--- config.mk ---
export PLATFORM = sky130hd
export DESIGN_NAME = beta_clint
export DESIGN_NICKNAME = d
export VERILOG_FILES = /design/src/rtl/beta_clint_pkg.sv /design/src/rtl/beta_clint_prescaler.sv /design/src/rtl/beta_clint.sv
export SDC_FILE = /design/constraint.sdc
export NUM_CORES = 1
export LEC_CHECK = 0
export ABC_AREA = 0
export ABC_CLOCK_PERIOD_IN_PS = 21100
export BUFFER_PORTS_ARGS = -buffer_cell sky130_fd_sc_hd__buf_2
export CAP_MARGIN = 20
export CORE_UTILIZATION = 41
export CTS_BUF_LIST = sky130_fd_sc_hd__clkbuf_4 sky130_fd_sc_hd__clkbuf_8
export CTS_CLUSTER_DIAMETER = 40
export DETAILED_ROUTE_END_ITERATION = 10
export GPL_TIMING_DRIVEN = 0
export HOLD_SLACK_MARGIN = 0.02
export PLACE_DENSITY_LB_ADDON = 0.1
export SKIP_LAST_GASP = 1
export SYNTH_ARGS = -nofsm -noshare
export SYNTH_HDL_FRONTEND = slang
export SYNTH_SLANG_ARGS = --single-unit
--- constraint.sdc ---
create_clock -name clk_i -period 21.1 [get_ports clk_i]
set_input_delay 4.22 -clock clk_i [delete_from_list [all_inputs] [get_ports clk_i]]
set_output_delay 4.22 -clock clk_i [all_outputs]
set_load 0.05 [all_outputs]
--- src/rtl/beta_clint_pkg.sv ---
// Shared definitions for the core-local interruptor: register offsets,
// CTRL field positions, reset constants and the offset decoder.
package beta_clint_pkg;

  localparam logic [4:0] CLINT_MSIP        = 5'h00;
  localparam logic [4:0] CLINT_MTIMECMP_LO = 5'h04;
  localparam logic [4:0] CLINT_MTIMECMP_HI = 5'h08;
  localparam logic [4:0] CLINT_MTIME_LO    = 5'h0C;
  localparam logic [4:0] CLINT_MTIME_HI    = 5'h10;
  localparam logic [4:0] CLINT_CTRL        = 5'h14;

  localparam int unsigned CTRL_EN_BIT       = 0;
  localparam int unsigned CTRL_PRESCALE_LSB = 8;
  localparam int unsigned CTRL_PRESCALE_MSB = 23;

  localparam logic [63:0] MTIMECMP_RST = '1;

  // Misaligned or beyond-CTRL offsets are bus errors.
  function automatic logic clint_addr_err(input logic [4:0] off);
    return (off[1:0] != 2'b00) || (off > CLINT_CTRL);
  endfunction

endpackage

--- src/rtl/beta_clint_prescaler.sv ---
// Prescaler for mtime: raises a one-cycle tick every prescale+1 enabled cycles.
module beta_clint_prescaler (
  input  logic        clk,
  input  logic        rst,
  input  logic        en,
  input  logic [15:0] prescale,
  input  logic        clr,
  output logic        tick
);

  logic [15:0] pcnt;

  // A CTRL write restarts the count, so it also swallows a coincident tick.
  assign tick = en && !clr && (pcnt == prescale);

  always_ff @(posedge clk or posedge rst) begin
    if (rst) begin
      pcnt <= '0;
    end else if (clr) begin
      pcnt <= '0;
    end else if (en) begin
      if (pcnt == prescale) pcnt <= '0;
      else                  pcnt <= pcnt + 16'd1;
    end
  end

endmodule

--- src/rtl/beta_clint.sv ---
// Machine-level core-local interruptor: mtime/mtimecmp/msip on the data bus,
// driving level timer and software interrupts into the trap control unit.
module beta_clint
  import beta_clint_pkg::*;
#(
  parameter int unsigned DataWidth     = 32,
  parameter int unsigned AddrWidth     = 32,
  parameter int unsigned ResetPrescale = 0
) (
  input  logic                 clk_i,
  input  logic                 rst_i,
  input  logic                 req_i,
  input  logic                 we_i,
  input  logic [AddrWidth-1:0] addr_i,
  input  logic [DataWidth-1:0] wdata_i,
  output logic                 gnt_o,
  output logic                 rvalid_o,
  output logic [DataWidth-1:0] rdata_o,
  output logic                 err_o,
  output logic                 tim_intr_o,
  output logic                 sw_intr_o,
  output logic [63:0]          mtime_o
);

  localparam logic [15:0] RST_PRESCALE = 16'(ResetPrescale);

  logic [4:0]  off;
  logic        bad;
  logic        wr;
  logic        rd;
  logic        unused_addr_bits;

  logic [63:0] mtime;
  logic [63:0] mtimecmp;
  logic        msip;
  logic        ctrl_en;
  logic [15:0] ctrl_prescale;
  logic        tick;
  logic        ctrl_wr;
  logic [31:0] rmux;

  assign off   = addr_i[4:0];
  assign bad   = clint_addr_err(off);
  assign wr    = req_i && we_i && !bad;
  assign rd    = req_i && !we_i && !bad;
  assign gnt_o = req_i;

  assign unused_addr_bits = ^addr_i[AddrWidth-1:5];

  assign ctrl_wr = wr && (off == CLINT_CTRL);
  assign mtime_o = mtime;

  beta_clint_prescaler u_prescaler (
    .clk      (clk_i),
    .rst      (rst_i),
    .en       (ctrl_en),
    .prescale (ctrl_prescale),
    .clr      (ctrl_wr),
    .tick     (tick)
  );

  always_comb begin
    rmux = '0;
    unique case (off)
      CLINT_MSIP:        rmux[0] = msip;
      CLINT_MTIMECMP_LO: rmux = mtimecmp[31:0];
      CLINT_MTIMECMP_HI: rmux = mtimecmp[63:32];
      CLINT_MTIME_LO:    rmux = mtime[31:0];
      CLINT_MTIME_HI:    rmux = mtime[63:32];
      CLINT_CTRL: begin
        rmux[CTRL_EN_BIT] = ctrl_en;
        rmux[CTRL_PRESCALE_MSB:CTRL_PRESCALE_LSB] = ctrl_prescale;
      end
      default:           rmux = '0;
    endcase
  end

  always_ff @(posedge clk_i or posedge rst_i) begin
    if (rst_i) begin
      rvalid_o <= 1'b0;
      err_o    <= 1'b0;
      rdata_o  <= '0;
    end else begin
      rvalid_o <= req_i;
      err_o    <= req_i && bad;
      rdata_o  <= rd ? rmux : '0;
    end
  end

  always_ff @(posedge clk_i or posedge rst_i) begin
    if (rst_i) begin
      msip          <= 1'b0;
      mtimecmp      <= MTIMECMP_RST;
      ctrl_en       <= 1'b1;
      ctrl_prescale <= RST_PRESCALE;
    end else if (wr) begin
      unique case (off)
        CLINT_MSIP:        msip <= wdata_i[0];
        CLINT_MTIMECMP_LO: mtimecmp[31:0]  <= wdata_i;
        CLINT_MTIMECMP_HI: mtimecmp[63:32] <= wdata_i;
        CLINT_CTRL: begin
          ctrl_en       <= wdata_i[CTRL_EN_BIT];
          ctrl_prescale <= wdata_i[CTRL_PRESCALE_MSB:CTRL_PRESCALE_LSB];
        end
        default: ;
      endcase
    end
  end

  // A bus write to either half of mtime overrides the tick for that cycle;
  // the untouched half keeps its value and no carry is applied.
  always_ff @(posedge clk_i or posedge rst_i) begin
    if (rst_i) begin
      mtime <= '0;
    end else if (wr && (off == CLINT_MTIME_LO)) begin
      mtime[31:0] <= wdata_i;
    end else if (wr && (off == CLINT_MTIME_HI)) begin
      mtime[63:32] <= wdata_i;
    end else if (tick) begin
      mtime <= mtime + 64'd1;
    end
  end

  always_ff @(posedge clk_i or posedge rst_i) begin
    if (rst_i) begin
      tim_intr_o <= 1'b0;
      sw_intr_o  <= 1'b0;
    end else begin
      tim_intr_o <= (mtime >= mtimecmp);
      sw_intr_o  <= msip;
    end
  end

endmodule

==> out/metrics.csv <==
metric,value,unit
Maximum Capacitance Violations,0,
DRC Markers,0,
"Slew Viols, Final",0,
fin crit share,0.424,
type of the most critical hold path,reg2reg,
count of final setup violators,0,
Cell variety after synth,63,
total grt overflow,0,
first element of the critical path,req_i,
Post-DP HPWL,29400,um
DRT antenna net count,0,
worst-path cell chain,buf_2 > buf_4 > buf_2,
area fraction in compound gates after synthesis,0.154,
die area,0.0288,mm^2
Worst Max-Slew Pin Slew,1140,ps
core area,0.0273,mm^2
Post-synth EDFFs,0,
FF-to-FF Start,u_prescaler.pcnt[10]$_DFFE_PP0P_,
global-route usage over all layers,0.282,
Layout Skew,15.5,ps
RSZ-0062 raised after global routing,false,
Adder-Cell Fraction of Synth Area,0.0717,
Post-Synth XOR/XNOR Area,0.0464,
Post-CTS Setup Inserts,0,
Worst-Skew Late Latency,480,ps
most frequent cells in the layout,"nand2_1 (145), buf_2 (142), dfrtp_1 (133)",
die width,170,um
Fin Setup TNS,0,ps
Initial Util,0.423,
fin crit period,8940,ps
nature of the critical path startpoint,primary input,
Mapped Avg Cell Area,9.37,um^2
CTS resizes,0,
flip-flop and latch count after synthesis,198,
detailed-router iteration count before antenna repair,7,
ys flop type,dfrtp_1,
CP max stage delay,240,ps
simple-gate share of the synthesized area,0.178,
asr flop ratio synth,1.00,
Hold Fails Final Rpt,0,
GP Congestion,0.926,
global-route wire length before repair,61100,um
"Hold-fix buffers, CTS",0,
initial antenna violation count,0,
Place WS,12170,ps
vias in the first global route,9953,
Layout Area Growth over Synthesis,13.9,%
IO Port Bufs,140,
Root Buffer,clkbuf_8,
Pwr Density,73.5,mW/mm^2
Final nets,1523,
Fillers,2688,
ratio of cells with drive above 1 in the final layout,0.216,
maximum vdd drop,0.0386,mV
Hold WS,429,ps
clock slew seen by the registers of the worst setup and hold paths,100,ps
synth top area cells,"dfrtp_1 (29%), dfstp_2 (15%), ha_1 (7.2%)",
clock sink count,198,
CP endpoint kind,output pin,
Fmax achieved,112,MHz
leakage,5.90,nW
vias,10300,
Synth area leader,dfrtp_1,
final wirelength,39500,um
"Req. time, crit path",16880,ps
Via-to-Cell Ratio,5.81,
largest family of logic cells by synthesized area,simple AND/OR/NAND/NOR gates,
Pwr Total,964,uW
final core utilization,0.481,
Wirelength per Cell,22.3,um
Detailed Route Iter0 Violations,1143,
CP Data Arrival Time,4720,ps
Cells after Synth,1229,
outcome,finished clean,
top-area cell type share of the netlist area,0.289,
Final Worst Setup Slack,12160,ps
Worst path most repeated cell,buf_2,
synthesized net count,1363,
CTS max path bufs,2,
# rows,60,
CTS Buf Count,17,
largest net degree at the start of global routing,105,
synthesized cell area,0.0115,mm^2
crit path kind,in2out,
CTS tree,done,
Antenna Diode Count,0,
Synth warnings,0,
CP max stage cell,buf_2,
crit-path max FO,7,
Ports,169,
Slew headroom,0.235,
post-synthesis mux area share,0.0680,
CTS H-Tree Depth,4,
register area share after synthesis,0.437,
die height,170,um
"commonest non-fill, non-tap cell in the layout",nand2_1,
min-delay src,msip$_DFFE_PP0P_,
[Yosys cell counts (all sizes together) (2+ instances only)]
cell and n:
a211oi 2, a21o 7, a21oi 79, a221oi 5
a222oi 2, a22oi 55, a31oi 3, and2 11
and3 22, and4 13, buf 7, clkbuf 53
dfrtp 133, dfstp 65, ha 66, inv 74
mux2 50, mux2i 22, nand2 146, nand2b 4
nand3 45, nand3b 2, nand4 44, nor2 56
nor2b 6, nor3 22, nor4 14, o211ai 14
o21ai 107, o22ai 3, o311ai 6, o31ai 2
or2 4, or3 5, or4 3, or4b 4
xnor2 7, xor2 54
[state kept, by name (all words and copies together), names as in the netlist, 16 cells and up]
register / count
rdata_o: 32
ctrl_prescale: 16
mtimecmp: 64
mtime_o: 64
u_prescaler.pcnt: 16
[power by group]
part | internal [mW] | leakage, nW | switching [mW] | total, mW
clock | 0.102 | 0.196 | 0.152 | 0.254
sequential | 0.416 | 2.45 | 0.0596 | 0.476
combinational | 0.0734 | 3.25 | 0.161 | 0.234
[through the flow]
step           cells  cell area, um^2
3_3_place_gp    1741            12700
2_1_floorplan   1229            11500
6_report        1774            13100
5_1_grt         1774            13100
3_5_place_dp    1742            12700
4_1_cts         1774            13100
[layer usage]
metal | GRT usage | share of wire
met5 | 0 | 0
met4 | 0.0740 | 0.017
met3 | 0.0567 | 0.073
met2 | 0.434 | 0.45
met1 | 0.402 | 0.46
[critical path: cells and delay by family]
kind | cells | cell delay (ps)
buffers and inverters | 3 | 500
[cell families after synthesis]
group / Yosys count
AO/OA/AOI/OAI: 294
XOR/XNOR: 61
adder cells (fa/ha/maj): 66
buffers and inverters: 134
flip-flops: 198
multiplexers: 72
AND/OR/NAND/NOR: 404
[worst paths after layout]
| path | to | slack [ps] | cells after the start |
|---|---|---|---|
| min | sw_intr_o$_DFF_PP0_ | 430 | 0 |
| max in group asynchronous | mtimecmp[58]$_DFFE_PP1P_ | 16270 | 3 |
| min reg2reg | sw_intr_o$_DFF_PP0_ | 430 | 0 |
| min in group asynchronous | rdata_o[10]$_DFF_PP0_ | 3860 | 2 |
| max reg2reg | mtime_o[44]$_DFFE_PP0P_ | 17690 | 7 |
| max | gnt_o | 12160 | 3 |
[layout make-up]
class,instances,area (um^2),share of cell area
tap,372,465,0.0355
inverter,74,285,0.0217
clock buffer,19,255,0.0195
multi-input combinational,897,5970,0.456
clock inverter,13,140,0.0107
sequential,198,5040,0.384
buffer,60,231,0.0176
timing repair buffer,141,728,0.0555
(Power assumes the default switching activity.)
